## src/rtl/mem_access_seq_pkg.sv

```systemverilog
// Shared definitions for the LC3 memory-stage sequencer: state codes,
// opcode constants and the opcode-to-access-class decode.
package mem_access_seq_pkg;

    // Code values are consumed directly by the memaccess stage.
    typedef enum logic [1:0] {
        READ  = 2'd0,
        WRITE = 2'd1,
        IND   = 2'd2,
        IDLE  = 2'd3
    } mem_state_t;

    typedef enum logic [1:0] {
        S_RD   = 2'd0,
        S_WR   = 2'd1,
        S_IND  = 2'd2,
        S_IDLE = 2'd3
    } seq_state_t;

    typedef enum logic [2:0] {
        NONE,
        RD,
        WR,
        IND_RD,
        IND_WR
    } mem_class_t;

    localparam logic [3:0] OP_LD  = 4'b0010;
    localparam logic [3:0] OP_LDR = 4'b0110;
    localparam logic [3:0] OP_LDI = 4'b1010;
    localparam logic [3:0] OP_ST  = 4'b0011;
    localparam logic [3:0] OP_STR = 4'b0111;
    localparam logic [3:0] OP_STI = 4'b1011;

    function automatic mem_class_t mem_class(input logic [3:0] opcode);
        mem_class_t cls;
        case (opcode)
            OP_LD, OP_LDR: cls = RD;
            OP_ST, OP_STR: cls = WR;
            OP_LDI:        cls = IND_RD;
            OP_STI:        cls = IND_WR;
            default:       cls = NONE;
        endcase
        return cls;
    endfunction

endpackage

```

## src/rtl/mem_access_seq_if.sv

```systemverilog
// Handshake between the upstream pipeline (master) and the memory-stage
// sequencer (slave).
interface mem_access_seq_if;
    import mem_access_seq_pkg::*;

    logic       instr_valid;
    logic [3:0] opcode;
    logic       br_taken;
    mem_state_t mem_state;
    logic       stall;
    logic       mem_done;
    logic       ready;

    modport master (
        output instr_valid, opcode, br_taken,
        input  mem_state, stall, mem_done, ready
    );

    modport slave (
        input  instr_valid, opcode, br_taken,
        output mem_state, stall, mem_done, ready
    );

endinterface

```

## src/rtl/mem_access_seq.sv

```systemverilog
// Memory-stage sequencer: steps LC3 loads/stores through indirect, read
// and write phases and stalls upstream while a phase is multi-cycle.
module mem_access_seq
    import mem_access_seq_pkg::*;
#(
    parameter int unsigned MEM_WAIT = 0
) (
    input  logic               clock,
    input  logic               reset,
    mem_access_seq_if.slave    bus
);

    localparam logic [2:0] WAIT_INIT = 3'(MEM_WAIT);

    seq_state_t state;
    logic [2:0] wait_cnt;
    logic       is_store;
    logic       rw_phase;
    logic       wait_zero;
    logic       accept;

    assign rw_phase  = (state == S_RD) || (state == S_WR);
    assign wait_zero = (wait_cnt == '0);

    // Outputs decode registered state only; inputs never reach them combinationally.
    assign bus.ready     = (state == S_IDLE) || (rw_phase && wait_zero);
    assign bus.stall     = (state == S_IND) || (rw_phase && !wait_zero);
    assign bus.mem_done  = rw_phase && wait_zero;
    assign bus.mem_state = mem_state_t'(state);

    assign accept = bus.ready && bus.instr_valid && !bus.br_taken;

    always_ff @(posedge clock) begin
        if (!reset) begin
            state    <= S_IDLE;
            wait_cnt <= '0;
            is_store <= 1'b0;
        end else if (accept) begin
            wait_cnt <= WAIT_INIT;
            case (mem_class(bus.opcode))
                RD: begin
                    state    <= S_RD;
                    is_store <= 1'b0;
                end
                WR: begin
                    state    <= S_WR;
                    is_store <= 1'b1;
                end
                IND_RD: begin
                    state    <= S_IND;
                    is_store <= 1'b0;
                end
                IND_WR: begin
                    state    <= S_IND;
                    is_store <= 1'b1;
                end
                default: begin
                    state    <= S_IDLE;
                    wait_cnt <= '0;
                end
            endcase
        end else begin
            case (state)
                S_IND: begin
                    if (wait_zero) begin
                        state    <= is_store ? S_WR : S_RD;
                        wait_cnt <= WAIT_INIT;
                    end else begin
                        wait_cnt <= wait_cnt - 3'd1;
                    end
                end
                S_RD, S_WR: begin
                    if (wait_zero) begin
                        state <= S_IDLE;
                    end else begin
                        wait_cnt <= wait_cnt - 3'd1;
                    end
                end
                default: begin
                    state    <= S_IDLE;
                    wait_cnt <= '0;
                end
            endcase
        end
    end

endmodule

```

## src/flat_wrapper.sv

```systemverilog
// flat-port wrapper written by rule: the top's interface ports become plain ports
module mem_access_seq_flat import mem_access_seq_pkg::*;
#(
    parameter int unsigned MEM_WAIT = 0
)
  (clock, reset, bus_instr_valid, bus_opcode, bus_br_taken, bus_mem_state, bus_stall, bus_mem_done, bus_ready);
  mem_access_seq_if bus_i ();
  input  logic clock;
  input  logic reset;
  input wire logic [$bits(bus_i.instr_valid)-1:0] bus_instr_valid;
  input wire logic [$bits(bus_i.opcode)-1:0] bus_opcode;
  input wire logic [$bits(bus_i.br_taken)-1:0] bus_br_taken;
  output wire logic [$bits(bus_i.mem_state)-1:0] bus_mem_state;
  output wire logic [$bits(bus_i.stall)-1:0] bus_stall;
  output wire logic [$bits(bus_i.mem_done)-1:0] bus_mem_done;
  output wire logic [$bits(bus_i.ready)-1:0] bus_ready;
  assign bus_i.instr_valid = bus_instr_valid;
  assign bus_i.opcode = bus_opcode;
  assign bus_i.br_taken = bus_br_taken;
  assign bus_mem_state = bus_i.mem_state;
  assign bus_stall = bus_i.stall;
  assign bus_mem_done = bus_i.mem_done;
  assign bus_ready = bus_i.ready;
  mem_access_seq #(.MEM_WAIT(MEM_WAIT)) u_core (.clock(clock), .reset(reset), .bus(bus_i));
endmodule
```

## config.mk

```make
export PLATFORM = sky130hd
export DESIGN_NAME = mem_access_seq_flat
export DESIGN_NICKNAME = d
export VERILOG_FILES = /design/src/rtl/mem_access_seq_pkg.sv /design/src/rtl/mem_access_seq_if.sv /design/src/rtl/mem_access_seq.sv /design/src/flat_wrapper.sv
export SDC_FILE = /design/constraint.sdc
export NUM_CORES = 1
export LEC_CHECK = 0
export ABC_AREA = 1
export ABC_CLOCK_PERIOD_IN_PS = 3500
export CORE_AREA = 2 2 39 41
export CTS_CLUSTER_DIAMETER = 120
export DETAILED_ROUTE_END_ITERATION = 8
export DIE_AREA = 0 0 41 43
export GPL_TIMING_DRIVEN = 0
export PLACE_DENSITY = 0.66
export SETUP_SLACK_MARGIN = 0.4
export SYNTH_ARGS = -nofsm -noshare
export SYNTH_HDL_FRONTEND = slang
export SYNTH_SLANG_ARGS = --single-unit
```

## constraint.sdc

```tcl
create_clock -name clock -period 3.5 [get_ports clock]
set_input_delay 1.05 -clock clock [delete_from_list [all_inputs] [get_ports clock]]
set_output_delay 1.05 -clock clock [all_outputs]
set_load 0.02 [all_outputs]
```

==> results of run 1 <==
[cell type report]
class	count	area, um^2
repair buffers	12	120
well taps	16	20.0
inverters	14	52.6
fillers	152	838
multi-input cells	41	210
flip-flops and latches	6	120
clock buffers	3	22.5
[tightest hold or removal path, cell delays in order (launching register included)]
cell and delay [ns]:
sky130_fd_sc_hd__dfxtp_1 0.30, sky130_fd_sc_hd__nand2_1 0.06, sky130_fd_sc_hd__a21oi_1 0.05
[state kept, by name, summed over array words and instances, names as in the netlist]
signal                flops
u_core.bus.mem_state      2
u_core.wait_cnt           3
u_core.is_store           1
[routing by layer]
metal,share of wire,vias up
li1,-,214
met1,0.48,173
met2,0.48,5
met3,0.017,2
met4,0.024,0
met5,0,-
[path summary, 6_finish.rpt]
kind / start / slack (ns) / to
worst min register to register: u_core.wait_cnt[0] / 0.46 / u_core.wait_cnt[0]
worst max register to register: u_core.wait_cnt[0] / 2.13 / u_core.bus.mem_state[0]
worst min-delay path: u_core.wait_cnt[0] / 0.46 / u_core.wait_cnt[0]
worst max-delay path: u_core.wait_cnt[0] / 0.56 / bus_stall
[layout by cell type, fill, tap and decap left out, types with 2 or more instances in the layout]
cell                               n
sky130_fd_sc_hd__a21oi_1           4
sky130_fd_sc_hd__clkbuf_4          3
sky130_fd_sc_hd__clkdlybuf4s50_1  12
sky130_fd_sc_hd__dfxtp_1           6
sky130_fd_sc_hd__ha_1              3
sky130_fd_sc_hd__inv_1            13
sky130_fd_sc_hd__nand2_1          16
sky130_fd_sc_hd__nand2_2           3
sky130_fd_sc_hd__nand3_1           2
sky130_fd_sc_hd__nor2_1            7
sky130_fd_sc_hd__o21ai_0           3
[power by group through the flow]
| stage | clock (W) | sequential, W | combinational (W) |
|---|---|---|---|
| final | 0.0000614 | 0.0000842 | 0.000119 |
| after global routing | 0.0000683 | 0.0000855 | 0.000130 |
| after CTS | 0.0000642 | 0.0000841 | 0.000120 |
| after detailed placement | 0 | 0.0000854 | 0.000120 |
| after global placement | 0 | 0.0000851 | 0.000119 |
| after floorplan | 0 | 0.0000896 | 0.0000677 |
[kinds of logic after synthesis]
group | synth area share
and+or+nand+nor | 0.346
buffers and inverters | 0.137
AOI/OAI and AO/OA | 0.105
DFF | 0.314
adders and majority gates | 0.0980
[through the flow]
| stage | util | instance area, um^2 | instances | worst slack, ns |
|---|---|---|---|---|
| global route | 0.394 | 546 | 92 | 0.467 |
| CTS | 0.394 | 546 | 92 | 0.538 |
| detailed placement | 0.378 | 523 | 89 | 0.796 |
| global placement | 0.378 | 523 | 89 | 0.801 |
| floorplan | - | 383 | 61 | 1.38 |
| finish | 0.394 | 546 | 92 | 0.557 |
==> insert_results.sql, run 1 <==
INSERT INTO impl_metrics (metric_group, metric, value, unit) VALUES
('pwr', 'sequentialPowerShare', '0.318', ''),
('sta', 'rsz0062_at_grt', 'false', ''),
('sta', 'timing.final.max_slew_violations', '0', ''),
('routing', 'detailedRoute.firstPassIterationCount', '4', ''),
('pwr', 'powerDensity', '485', 'nW/um^2'),
('routing', 'detail_route.wl_per_cell', '7.77', 'um'),
('floorplanning', 'core-area', '1380', 'um^2'),
('critical_path', 'critical_path.top_delay_family', 'buffers and inverters', ''),
('pwr', 'ir_drop_worst_vdd', '167', 'uV'),
('critical_path', 'critPathLaunchType', 'register', ''),
('critical_path', 'maximum_fanout_along_the_worst_path', '6', ''),
('synth', 'synth_seq_area_share', '0.314', ''),
('pwr', 'p_int', '0.000168', 'W'),
('critical_path', 'crit_cells', '7', ''),
('cts', 'clk_transition_reported_paths', '0.04', 'ns'),
('min_path', 'holdPathStages', '2', ''),
('critical_path', 'critical_path.n_buffers_inverters', '3', ''),
('cts', 'clock_tree.root_cell', 'sky130_fd_sc_hd__clkbuf_4', ''),
('final_layout', 'drive_gt1_frac', '0.105', ''),
('synth', 'number_of_enable_type_register_cells_in_the_synthesized_netlist', '0', ''),
('sta', 'clock_skew', '0.00344', 'ns'),
('critical_path', 'critical-path-top-cell-by-count', 'sky130_fd_sc_hd__ha_1', ''),
('floorplanning', 'floorplan_row_count', '14', ''),
('synth', 'netlist_top_cells_count', 'sky130_fd_sc_hd__nand2_1, sky130_fd_sc_hd__inv_1, sky130_fd_sc_hd__nor2_1', ''),
('sta', 'min_period_over_period', '0.841', ''),
('cts', 'cts_num_sinks', '6', ''),
('synth', 'postSynth.asyncResetShare', '0', ''),
('place', 'globalplace.congestion', '0.712', ''),
('routing', 'remaining_drc_errors', '0', ''),
('floorplanning', 'die_w', '41', 'um'),
('critical_path', 'criticalPathCategory', 'register to output pin', ''),
('floorplanning', 'pin_count', '13', ''),
('final_layout', 'nets', '89', ''),
('final_layout', 'antenna-diode-count', '0', ''),
('synth', 'synth_top_cell_by_area', 'sky130_fd_sc_hd__dfxtp_1', ''),
('global_route', 'antenna_found_initial', '0', ''),
('status', 'status', 'finished, final reports clean', ''),
('critical_path', 'critical_path_rt', '2.45', 'ns'),
('cts', 'cts_resized', '0', ''),
('floorplanning', 'floorplan.die_area', '1760', 'um^2'),
('sta', 'finalSetupViolations', '0', ''),
('synth', 'synth_warnings', '0', ''),
('synth', 'syn-cell-area', '383', 'um^2'),
('sta', 'finalWorstPathRequiredPeriod', '2.94', 'ns'),
('global_route', 'first_global_vias', '329', ''),
('synth', 'synthesis.area_per_instance', '6.28', 'um^2'),
('global_route', 'grt.overflow.total', '0', ''),
('cts', 'clock_tree.buffer_depth', '2', ''),
('pwr', 'power.combinational.fraction', '0.450', ''),
('synth', 'postSynthRegisterBits', '6', ''),
('pwr', 'power.total', '0.000265', 'W'),
('cts', 'clock_latency', '0.24', 'ns'),
('critical_path', 'worst_setup_path_end_kind', 'output pin', ''),
('critical_path', 'timing.reg2reg.worst_path_depth', '8', ''),
('pwr', 'cellLeakagePower', '0.274', 'nW'),
('floorplanning', 'die_height', '43', 'um'),
('pwr', 'pwr-share-clk', '0.232', ''),
('critical_path', 'critical-path-slowest-cell', 'sky130_fd_sc_hd__clkdlybuf4s50_1', ''),
('sta', 'timing.slew.headroom', '0.809', ''),
('floorplanning', 'starting_density', '0.277', ''),
('synth', 'synth.net_count', '72', ''),
('cts', 'cts_inserted_buffers', '3', ''),
('routing', 'aggregate_routed_wire_length', '715', 'um'),
('min_path', 'hold_path.class', 'register to register', ''),
('synth', 'synth.most_common_cell', 'sky130_fd_sc_hd__nand2_1', ''),
('routing', 'drt_iter0_drc', '8', ''),
('routing', 'post_dr_vias_cell', '4.28', ''),
('sta', 'finalHoldViolCount', '0', ''),
('critical_path', 'critPathMaxStageDelay', '0.60', 'ns'),
('synth', 'post_synth_main_area_contributors', 'sky130_fd_sc_hd__dfxtp_1, sky130_fd_sc_hd__nand2_1, sky130_fd_sc_hd__inv_1', ''),
('final_layout', 'areaGrowthSynthToFinish', '42.5', '%');
Power figures use the tool's default switching activity.
==> run 2: changes to the inputs <==
ABC_CLOCK_PERIOD_IN_PS = 2930   (was 3500)
clock period = 2.93 ns   (was 3.5 ns; I/O delays follow)
==> insert_results.sql, run 2 (same netlist as run 1, synthesis figures left out) <==
INSERT INTO impl_metrics (metric_group, metric, value, unit) VALUES
('status', 'status', 'finished, final reports clean', ''),
('global_route', 'antenna_found_initial', '0', ''),
('routing', 'aggregate_routed_wire_length', '712', 'um'),
('place', 'hpwlAfterDp', '630', 'um'),
('floorplanning', 'starting_density', '0.277', ''),
('pwr', 'p_sw_frac', '0.375', ''),
('cts', 'clk_transition_reported_paths', '0.04', 'ns'),
('cts', 'clock_latency', '0.24', 'ns'),
('cts', 'postCtsSetupRepairBufs', '0', ''),
('floorplanning', 'core-area', '1380', 'um^2'),
('cts', 'clock_tree.root_cell', 'sky130_fd_sc_hd__clkbuf_4', ''),
('pwr', 'powerDensity', '568', 'nW/um^2'),
('final_layout', 'final_cell_mix', 'sky130_fd_sc_hd__nand2_1, sky130_fd_sc_hd__inv_1, sky130_fd_sc_hd__clkdlybuf4s50_1, sky130_fd_sc_hd__nor2_1, sky130_fd_sc_hd__dfxtp_1', ''),
('critical_path', 'crit_chain', 'inv_1, ha_1, ha_1, nand2_2, nand2_4, dlygate4sd2_1', ''),
('critical_path', 'critPathMaxStageDelay', '0.32', 'ns'),
('sta', 'hold_slack', '0.456', 'ns'),
('sta', 'worst_slew_pin_slew', '0.285', 'ns'),
('global_route', 'largest_net_degree_at_the_start_of_global_routing', '7', ''),
('pwr', 'power.total', '0.000306', 'W'),
('sta', 'finalSetupViolations', '0', ''),
('sta', 'totalNegativeSetupSlack', '0', 'ns'),
('routing', 'routed-via-count', '394', ''),
('global_route', 'first_global_vias', '333', ''),
('pwr', 'pwr-share-clk', '0.239', ''),
('min_path', 'hold_path.class', 'register to register', ''),
('critical_path', 'arrival', '1.56', 'ns'),
('floorplanning', 'floorplan.die_area', '1760', 'um^2'),
('pwr', 'p_int', '0.000191', 'W'),
('routing', 'detailedRoute.firstPassIterationCount', '4', ''),
('final_layout', 'antenna-diode-count', '0', ''),
('sta', 'max_freq', '410', 'MHz'),
('critical_path', 'critical_path_rt', '2.05', 'ns'),
('final_layout', 'drive_gt1_frac', '0.118', ''),
('routing', 'remaining_drc_errors', '0', ''),
('cts', 'clock_tree.buffer_depth', '2', ''),
('cts', 'htree_levels', '1', ''),
('global_route', 'grt.overflow.total', '0', ''),
('critical_path', 'criticalPathCategory', 'register to output pin', ''),
('routing', 'detail_route.wl_per_cell', '7.74', 'um'),
('place', 'globalplace.congestion', '0.712', ''),
('pwr', 'power.switching', '0.000115', 'W'),
('sta', 'rsz0062_at_grt', 'false', ''),
('place', 'port-buffer-count', '12', ''),
('floorplanning', 'die_w', '41', 'um'),
('sta', 'finalWorstPathRequiredPeriod', '2.44', 'ns'),
('routing', 'post_dr_vias_cell', '4.28', ''),
('final_layout', 'final_common_cell', 'sky130_fd_sc_hd__nand2_1', ''),
('final_layout', 'top_register', 'u_core.wait_cnt', ''),
('routing', 'drt_iter0_drc', '5', ''),
('sta', 'min_period_over_period', '0.832', ''),
('cts', 'cts_inserted_buffers', '3', ''),
('sta', 'clock_skew', '0.00344', 'ns'),
('job', 'cap_violations', '0', ''),
('min_path', 'holdPathStages', '2', ''),
('pwr', 'sequentialPowerShare', '0.328', ''),
('cts', 'cts_tree', 'built', ''),
('floorplanning', 'pin_count', '13', ''),
('global_route', 'global_route_wire_length_before_repair', '1250', 'um'),
('critical_path', 'worst_setup_path_end_kind', 'output pin', ''),
('sta', 'timing.final.max_slew_violations', '0', ''),
('sta', 'finalHoldViolCount', '0', ''),
('critical_path', 'maximum_fanout_along_the_worst_path', '6', ''),
('pwr', 'cellLeakagePower', '0.275', 'nW'),
('critical_path', 'timing.reg2reg.worst_path_depth', '8', ''),
('pwr', 'power.combinational.fraction', '0.433', ''),
('floorplanning', 'die_height', '43', 'um'),
('final_layout', 'final_util', '0.390', ''),
('global_route', 'grt_use_total', '0.101', ''),
('floorplanning', 'floorplan_row_count', '14', ''),
('final_layout', 'areaGrowthSynthToFinish', '40.8', '%'),
('cts', 'cts_num_sinks', '6', ''),
('critical_path', 'critPathLaunchType', 'register', ''),
('routing', 'drtAntennaViolNets', '0', ''),
('pwr', 'ir_drop_worst_vdd', '198', 'uV'),
('sta', 'timing.slew.headroom', '0.809', ''),
('critical_path', 'critical-path-top-cell-by-count', 'sky130_fd_sc_hd__ha_1', ''),
('final_layout', 'largest_register_ff_count', '3', ''),
('final_layout', 'nets', '89', ''),
('critical_path', 'critical-path-slowest-cell', 'sky130_fd_sc_hd__dfxtp_1', '');
run 2: changes by cell type in the layout (fill, tap and decap cells not counted):
cell and change:
sky130_fd_sc_hd__dlygate4sd2_1 +1, sky130_fd_sc_hd__clkbuf_2 +1, sky130_fd_sc_hd__clkdlybuf4s50_1 -3, sky130_fd_sc_hd__clkdlybuf4s15_1 +1
run 2: final timing paths:
path                      start                 endpoint  slack (ns)
min reg2reg  u_core.wait_cnt[0]       u_core.wait_cnt[0]        0.46
max reg2reg  u_core.wait_cnt[0]  u_core.bus.mem_state[0]        1.56
min          u_core.wait_cnt[0]       u_core.wait_cnt[0]        0.46
max          u_core.wait_cnt[0]                bus_ready        0.49
run 2: routing by layer:
metal	wire length, um	global-route usage	part of all wire
met1	339	0.129	0.48
met5	0	0	0
met2	344	0.150	0.48
met3	12	0.0157	0.017
met4	17	0.0600	0.024
run 2: layout make-up:
cell class                 instances  area, um^2
clock buffer                       3        22.5
timing repair buffer              12         114
multi-input combinational         41         210
tap                               16        20.0
sequential                         6         120
inverter                          14        52.6
fill                             153         845
run 2: per-stage QoR:
stage                     cell area [um^2]  setup slack [ns]  instances
after floorplan                        383             0.979         61
after global placement                 523             0.402         89
after detailed placement               523             0.397         89
after CTS                              542             0.412         92
after global routing                   539             0.408         92
final                                  539             0.492         92
run 2: timing repair:
action                                 in CTS  in global routing
setup endpoints to repair                   3                  2
hold buffers                                0                  0
resized for setup                           3                  3
pin swaps                                   0                  0
endpoints found under the hold margin       0                  0
run 2: worst max-delay path, delay by kind of cell, from the launching register on:
| kind | cells | cell delay (ns) |
|---|---|---|
| flip-flops | 1 | 0.32 |
| buffers and inverters | 2 | 0.37 |
| adder cells (fa/ha/maj) | 2 | 0.43 |
| AND/OR/NAND/NOR | 2 | 0.20 |
run 2: power groups by stage:
stage                     sequential [W]  combinational, W   clock, W
after global routing            0.000102          0.000146  0.0000816
after detailed placement        0.000102          0.000144          0
after CTS                       0.000101          0.000135  0.0000767
after global placement          0.000102          0.000142          0
after floorplan                 0.000107         0.0000809          0
final                           0.000101          0.000133  0.0000734
